`src/rtl/jt12_bus_sched.sv`:
```
// Write scheduler for the jt12_top host bus: round-robin between two requesters,
// each request becomes an address write, a data write, then a busy-flag poll.
module jt12_bus_sched #(
  parameter int unsigned WR_HOLD      = 2,
  parameter int unsigned BUSY_TIMEOUT = 255
) (
  input  logic       clk,
  input  logic       rst,
  input  logic       cen,
  input  logic       r0_valid,
  input  logic       r0_part,
  input  logic [7:0] r0_reg,
  input  logic [7:0] r0_data,
  output logic       r0_ack,
  input  logic       r1_valid,
  input  logic       r1_part,
  input  logic [7:0] r1_reg,
  input  logic [7:0] r1_data,
  output logic       r1_ack,
  output logic [1:0] fm_addr,
  output logic [7:0] fm_din,
  output logic       fm_cs_n,
  output logic       fm_wr_n,
  input  logic [7:0] fm_dout,
  output logic       sched_busy,
  output logic       timeout_err,
  input  logic       err_clr,
  output logic [2:0] fsm_state
);

  // Handshake: a requester holds rN_valid and its fields until the one-cen-cycle
  // rN_ack pulse; the fields are captured on that grant, and valid still high
  // on the following cycle is a fresh request.
  typedef enum logic [2:0] {IDLE, ADDR, GAP_A, DATA, GAP_D, POLL} state_t;

  localparam logic [3:0] HOLD_LIM = 4'(WR_HOLD);
  localparam logic [8:0] TOUT_LIM = 9'(BUSY_TIMEOUT);

  state_t     state;
  logic       last_grant;
  logic       cap_part;
  logic [7:0] cap_reg;
  logic [7:0] cap_data;
  logic [3:0] hold_cnt;
  logic [7:0] poll_cnt;
  logic       grant1;
  logic       grant_any;
  logic [8:0] poll_next;
  logic       unused_dout;

  always_comb begin
    grant_any = r0_valid | r1_valid;
    grant1    = r1_valid & (~r0_valid | ~last_grant);
    poll_next = {1'b0, poll_cnt} + 9'd1;
  end

  assign unused_dout = ^fm_dout[6:0];
  assign fsm_state   = state;

  always_ff @(posedge clk or posedge rst) begin
    if (rst) begin
      state       <= IDLE;
      last_grant  <= 1'b1;
      cap_part    <= 1'b0;
      cap_reg     <= 8'd0;
      cap_data    <= 8'd0;
      hold_cnt    <= 4'd0;
      poll_cnt    <= 8'd0;
      r0_ack      <= 1'b0;
      r1_ack      <= 1'b0;
      fm_addr     <= 2'd0;
      fm_din      <= 8'd0;
      fm_cs_n     <= 1'b1;
      fm_wr_n     <= 1'b1;
      sched_busy  <= 1'b0;
      timeout_err <= 1'b0;
    end else if (cen) begin
      r0_ack <= 1'b0;
      r1_ack <= 1'b0;
      // A timeout set later in this block overrides the clear.
      if (err_clr) timeout_err <= 1'b0;
      case (state)
        IDLE: begin
          if (grant_any) begin
            last_grant <= grant1;
            r0_ack     <= ~grant1;
            r1_ack     <= grant1;
            cap_part   <= grant1 ? r1_part : r0_part;
            cap_reg    <= grant1 ? r1_reg  : r0_reg;
            cap_data   <= grant1 ? r1_data : r0_data;
            hold_cnt   <= 4'd0;
            sched_busy <= 1'b1;
            state      <= ADDR;
          end
        end
        ADDR: begin
          // First ADDR cycle is the ack cycle; strobes fall at its end.
          if (hold_cnt == HOLD_LIM) begin
            fm_cs_n <= 1'b1;
            fm_wr_n <= 1'b1;
            state   <= GAP_A;
          end else begin
            fm_addr  <= {cap_part, 1'b0};
            fm_din   <= cap_reg;
            fm_cs_n  <= 1'b0;
            fm_wr_n  <= 1'b0;
            hold_cnt <= hold_cnt + 4'd1;
          end
        end
        GAP_A: begin
          fm_addr  <= {cap_part, 1'b1};
          fm_din   <= cap_data;
          fm_cs_n  <= 1'b0;
          fm_wr_n  <= 1'b0;
          hold_cnt <= 4'd1;
          state    <= DATA;
        end
        DATA: begin
          if (hold_cnt == HOLD_LIM) begin
            fm_cs_n <= 1'b1;
            fm_wr_n <= 1'b1;
            state   <= GAP_D;
          end else begin
            hold_cnt <= hold_cnt + 4'd1;
          end
        end
        GAP_D: begin
          fm_addr  <= 2'd0;
          fm_cs_n  <= 1'b0;
          fm_wr_n  <= 1'b1;
          poll_cnt <= 8'd0;
          state    <= POLL;
        end
        POLL: begin
          // poll_cnt == 0 marks the settle cycle; busy is ignored there.
          if (poll_cnt != 8'd0 && !fm_dout[7]) begin
            fm_cs_n    <= 1'b1;
            sched_busy <= 1'b0;
            state      <= IDLE;
          end else if (poll_next == TOUT_LIM) begin
            fm_cs_n     <= 1'b1;
            sched_busy  <= 1'b0;
            timeout_err <= 1'b1;
            state       <= IDLE;
          end else begin
            poll_cnt <= poll_cnt + 8'd1;
          end
        end
        default: begin
          fm_cs_n    <= 1'b1;
          fm_wr_n    <= 1'b1;
          sched_busy <= 1'b0;
          state      <= IDLE;
        end
      endcase
    end
  end

endmodule
```
`config.mk`:
```
export PLATFORM = sky130hd
export DESIGN_NAME = jt12_bus_sched
export DESIGN_NICKNAME = d
export VERILOG_FILES = /design/src/rtl/jt12_bus_sched.sv
export SDC_FILE = /design/constraint.sdc
export NUM_CORES = 1
export LEC_CHECK = 0
export CAP_MARGIN = 20
export CORE_UTILIZATION = 40
export DETAILED_ROUTE_END_ITERATION = 6
export GPL_TIMING_DRIVEN = 0
export PLACE_DENSITY = 0.7
export SYNTH_ARGS = -nofsm -noshare
export SYNTH_HDL_FRONTEND = slang
export SYNTH_SLANG_ARGS = --single-unit
export TNS_END_PERCENT = 50
```
`constraint.sdc`:
```
create_clock -name clk -period 2 [get_ports clk]
set_clock_uncertainty 0.15 [all_clocks]
set_input_delay 0.5 -clock clk [delete_from_list [all_inputs] [get_ports clk]]
set_output_delay 0.5 -clock clk [all_outputs]
set_load 0.01 [all_outputs]
```
# After elaboration in Yosys (flattened, before gate mapping)

Index checks and enable logic that the tools add are counted.

Output and inout bits: 19
Word-level logic and storage cells: 100
Bits in registers: 49

Add/subtract/negate cells: 3
Bitwise gates (word level): 9
Multiplexer cells: 37
Reductions and logical operators: 21
Equal/unequal tests: 15

Operator list:

| cell                  | count |
|---|---|
| $mux W8               | 5 |
| $pmux W8 S2           | 2 |
| $pmux W3 S6           | 1 |
| $mux W1               | 16 |
| $reduce_and A4 Y1     | 4 |
| $mux W3               | 5 |
| $ne A2 B2 Y1 const B  | 7 |
| $pmux W4 S3           | 1 |
| $reduce_and A3 Y1     | 4 |
| $add A8 B1 Y9 const B | 1 |
| $eq A9 B8 Y1 const B  | 1 |
| $add A8 B1 Y8 const B | 1 |
| $mux W4               | 2 |
| $reduce_bool A8 Y1    | 1 |
| $eq A3 B2 Y1 const B  | 2 |
| $eq A3 B3 Y1 const B  | 2 |
| $not A1 Y1            | 6 |
| $pmux W2 S3           | 1 |
| $reduce_bool A3 Y1    | 2 |
| $reduce_or A2 Y1      | 3 |
| $pmux W1 S5           | 1 |
| $reduce_and A5 Y1     | 1 |
| $add A4 B1 Y4 const B | 1 |
| $eq A4 B2 Y1 const B  | 1 |
| 12 further kinds      | 14 |

# Depth between registers and ports, before layout

Word-level depth: 6
Depth in mapped cells: 8

# Worst setup path after synthesis

OpenSTA, ideal clock, no wires.

Path type: reg2reg
Start point: register poll_cnt[0]
End point: register state[2] (netlist: fsm_state[2])
Arrival: 1.648 ns
Period minus slack after synthesis: 1.916 ns
Data required time: 1.731 ns
Setup slack: 0.084 ns
Stages on the path, launching flop included: 7
Cells stage by stage: dfrtp_1 > ha_1 > xnor2_1 > or3_4 > o21ai_4 > a21oi_1 > a21o_2

Word-level cells in the longest chain between the ends: 4
Elaborated cells between the ends (all ways): 8
Those cells by class: 1 x add/sub; 2 x eq/ne; 2 x mux; 3 x reduce/logical

RTL lines:

| element                                                    | RTL line | source |
|---|---|---|
| start, declared                                            | 45       | `logic [7:0] poll_cnt;` |
| start signal, assigned                                     | 146      | `poll_cnt <= poll_cnt + 8'd1;` |
| $add A8 B1 Y9 or $reduce_bool A8 Y1 (tied branches)        | 54, 136  |  |
| $eq A9 B8 Y1 or $logic_and A1 B1 Y1 (tied branches)        | 140, 136 |  |
| $ne A3 B3 Y1 (no line) or $mux W3 (tied branches)          | n/a      |  |
| $reduce_and A5 Y1 (no line) or $pmux W3 S6 (tied branches) | n/a      |  |
| end signal, assigned                                       | 62       | `state <= IDLE;` |
| end signal, assigned                                       | 139      | `state <= IDLE;` |
| end signal, assigned                                       | 144      | `state <= IDLE;` |
| end, declared                                              | 39       | `state_t state;` |

Several ways; a longest one is shown, not always the timed one.
A chain may end at the register's enable or synchronous reset.

# Worst setup path after layout

Start point: register poll_cnt[0]
End point: register poll_cnt[1]

Word-level cells in the longest chain between the ends: 4
Elaborated cells between the ends (all ways): 11
Those cells by class: 2 x add/sub; 3 x eq/ne; 3 x mux; 3 x reduce/logical

RTL lines:

| element                                                    | RTL line | source |
|---|---|---|
| $add A8 B1 Y9 (tied with other cells)                      | 54       | `poll_next = {1'b0, poll_cnt} + 9'd1;` |
| $eq A9 B8 Y1 (tied with other cells)                       | 140      | `end else if (poll_next == TOUT_LIM) begin` |
| $ne A2 B2 Y1 (no line) or $mux W8 (tied branches)          | n/a      |  |
| $reduce_and A4 Y1 (no line) or $pmux W8 S2 (tied branches) | n/a      |  |

Several ways; a longest one is shown, not always the timed one. The select of a mux whose other input is x is not followed.

==> flow_metrics.tcl <==
set metrics [dict create \
    status "complete, no violations" \
    ios 67 \
    synth.top_cells.by_area "dfrtp_1 44%, mux2i_1 10%, a21oi_1 6.1%" \
    grt_pass1_wl_um 10100 \
    core-area_um2 6310 \
    async_reset_ff_frac 1.00 \
    grt_use_met2 0.306 \
    end_kind "flip-flop" \
    portBuffers 59 \
    cp.required_ps 2050 \
    wl_per_cell_um 14.0 \
    drv_slew 0 \
    synth_seq_area_share 0.471 \
    numCtsBuffers 5 \
    p_leak_uw 0.00157 \
    clkTransAtPathRegs_ps 100 \
    firstDrtPassIters 4 \
    pwr_density_cell_nw_per_um2 1050 \
    vias 2277 \
    grtUsageTotal 0.178 \
    synth-xor-area-share 0.00670 \
    final_hold_viol_count 0 \
    synth_edf_count 0 \
    h-tree-depth 2 \
    max_slew_margin 0.708 \
    drv_cap 0 \
    crit_type "flip-flop to flip-flop" \
    rsz0062_at_grt "yes" \
    cp-start-kind "flip-flop" \
    yosys_most_used_dff "dfrtp_1" \
    reg2regPathDepth 6 \
    vias_per_cell 5.27 \
    layout_commonest_cell "clkdlybuf4s50_1" \
    dpl.hpwl_um 4330 \
    utilization 0.571 \
    synth_top_area_frac 0.440 \
    yosysWarnings 0 \
    tightest_slew_ps 439 \
    drive_above_1_share 0.163 \
    cts_root_buf "clkbuf_8" \
    synth_top_family_by_area "compound AO/OA/AOI/OAI gates" \
    mostFrequentLayoutCells "56 x clkdlybuf4s50_1, 42 x dfrtp_1, 31 x a21oi_1" \
    place_congestion 0.883 \
    dieArea_um2 6860 \
    netlist_instances 278 \
    rr_startpoint "poll_cnt[0]" \
    num_rows 29 \
    synth_compound_area_frac 0.182 \
    die_x_um 82.8 \
    finalCriticalPeriod_ps 1980 \
    synth_simple_gate_area_frac 0.162 \
    grtUsageMet3 0.0447 \
    drt_iter0_markers 155 \
    die_y_um 82.8 \
    syn_area_um2 2610 \
    cp-startpoint "poll_cnt[0]" \
    synthMuxAreaShare 0.104 \
    syn-num-nets 331 \
    arrival_ps 2030 \
    grt_max_degree 38 \
    area_growth_pct 38.0 \
    path_max_fanout 6 \
    drc 0 \
    grt_overflow_total 0 \
    cts_tree "done" \
    synth.distinct_cells 48 \
    finalWorstSetupSlack_ps 18.8 \
    max_freq_mhz 505 \
    clkSinkCount 49 \
    vdd_drop_max_mv 0.484 \
    hold_path_class "input port to async pin" \
    clock_latency_ps 300 \
    top_usage_layer "met2" \
    synth-adder-area-share 0.0239 \
    final-setup-viol-count 0 \
    ant_nets 0 \
    ys_ff_latch 49 \
    initial_core_util 0.414 \
    final_nets 407 \
    n_antenna_cell 0 \
    grt_util_met1 0.228 \
    grt_antenna_before_repair 0 \
    clockBufferDepth 2 \
    synth_area_leader_cell "dfrtp_1" \
    grt_pass1_vias 2210 \
    place_ws_ps -518 \
    r2r_slack_ps 20 \
    totalWireLength_um 6070 \
    avgSynthCellArea_um2 9.40 \
    period_share 0.991 \
    r2r_end "poll_cnt[1]" \
]
[report_power, final]
group	leakage [uW]	total (uW)	switching, uW	internal [uW]
Sequential	0.000583	1660	269	1390
Clock	0.0000681	845	348	497
Combinational	0.000924	1290	608	682
Total	0.00157	3790	1230	2570
[area by class of cell]
| class | count | area, um2 |
|---|---|---|
| Clock inverter | 3 | 65.1 |
| Clock buffer | 5 | 68.8 |
| Tap cell | 77 | 96.3 |
| Fill cell | 608 | 2710 |
| Buffer | 14 | 88.8 |
| Inverter | 14 | 52.6 |
| Timing Repair Buffer | 70 | 686 |
| Sequential cell | 49 | 1230 |
| Multi-Input combinational cell | 200 | 1320 |
[cells in the mapped netlist, types with 2 or more instances]
library cell  instances
a211oi_1              2
a21o_1                4
a21oi_1              32
a31oi_1               2
buf_2                 8
buf_4                 2
clkbuf_1              4
dfrtp_1              46
dfstp_2               3
ha_1                  5
inv_1                13
mux2i_1              26
nand2_1              25
nand3_1              11
nand4_1               3
nor2_1               31
nor2b_1               2
nor3_1                5
nor4_1                3
o21ai_0              20
o21ai_1               2
o22ai_1               3
[critical path, cell delays in order, from the launching register on]
cell,delay [ps]
dfrtp_2,460
ha_4,190
xnor2_2,120
or3_4,400
o21ai_4,240
nor2_1,70
a32o_1,240
[kinds of logic (layout without fill, tap and decap cells)]
group,Yosys count,after routing
XOR/XNOR,2,2
buffers and inverters,29,106
adder cells (fa/ha/maj),5,5
AND/OR/NAND/NOR,88,88
AO/OA/AOI/OAI,78,78
multiplexers,27,27
flip-flops,49,49
[layer usage]
layer  share of wire  up-vias
met3           0.055        2
met4          0.0031        0
li1                -     1131
met1            0.43     1081
met5               0        -
met2            0.51       63
[worst max-delay path by stage]
stage | to | slack, ps | cells after the start
floorplan | fsm_state[2] | 80 | 6
global placement | hold_cnt[0] | -770 | 2
detailed placement | cap_data[2] | -520 | 5
CTS | fm_addr[0] | 20 | 6
global route | poll_cnt[3] | -30 | 8
finish | poll_cnt[1] | 20 | 6
[per-stage QoR]
stage / std cells / TNS [ps] / instance area (um2) / hold slack, ps / power [uW]
global route: 432 / -134 / 3610 / 337 / 4040
floorplan: 278 / 0 / 2610 / 307 / 2350
finish: 432 / 0 / 3610 / 305 / 3790
detailed placement: 415 / -13150 / 3320 / 317 / 2920
global placement: 414 / -48950 / 3300 / 307 / 2880
CTS: 425 / 0 / 3490 / 314 / 3770
[repair_timing]
| item | in CTS | in global routing |
|---|---|---|
| gates cloned | 0 | 0 |
| gates resized for setup | 12 | 15 |
| pin swaps | 2 | 4 |
| setup endpoints to repair | 38 | 37 |
| setup buffers | 3 | 7 |
| hold buffers | 0 | 0 |
Power figures use the tool's default switching activity.
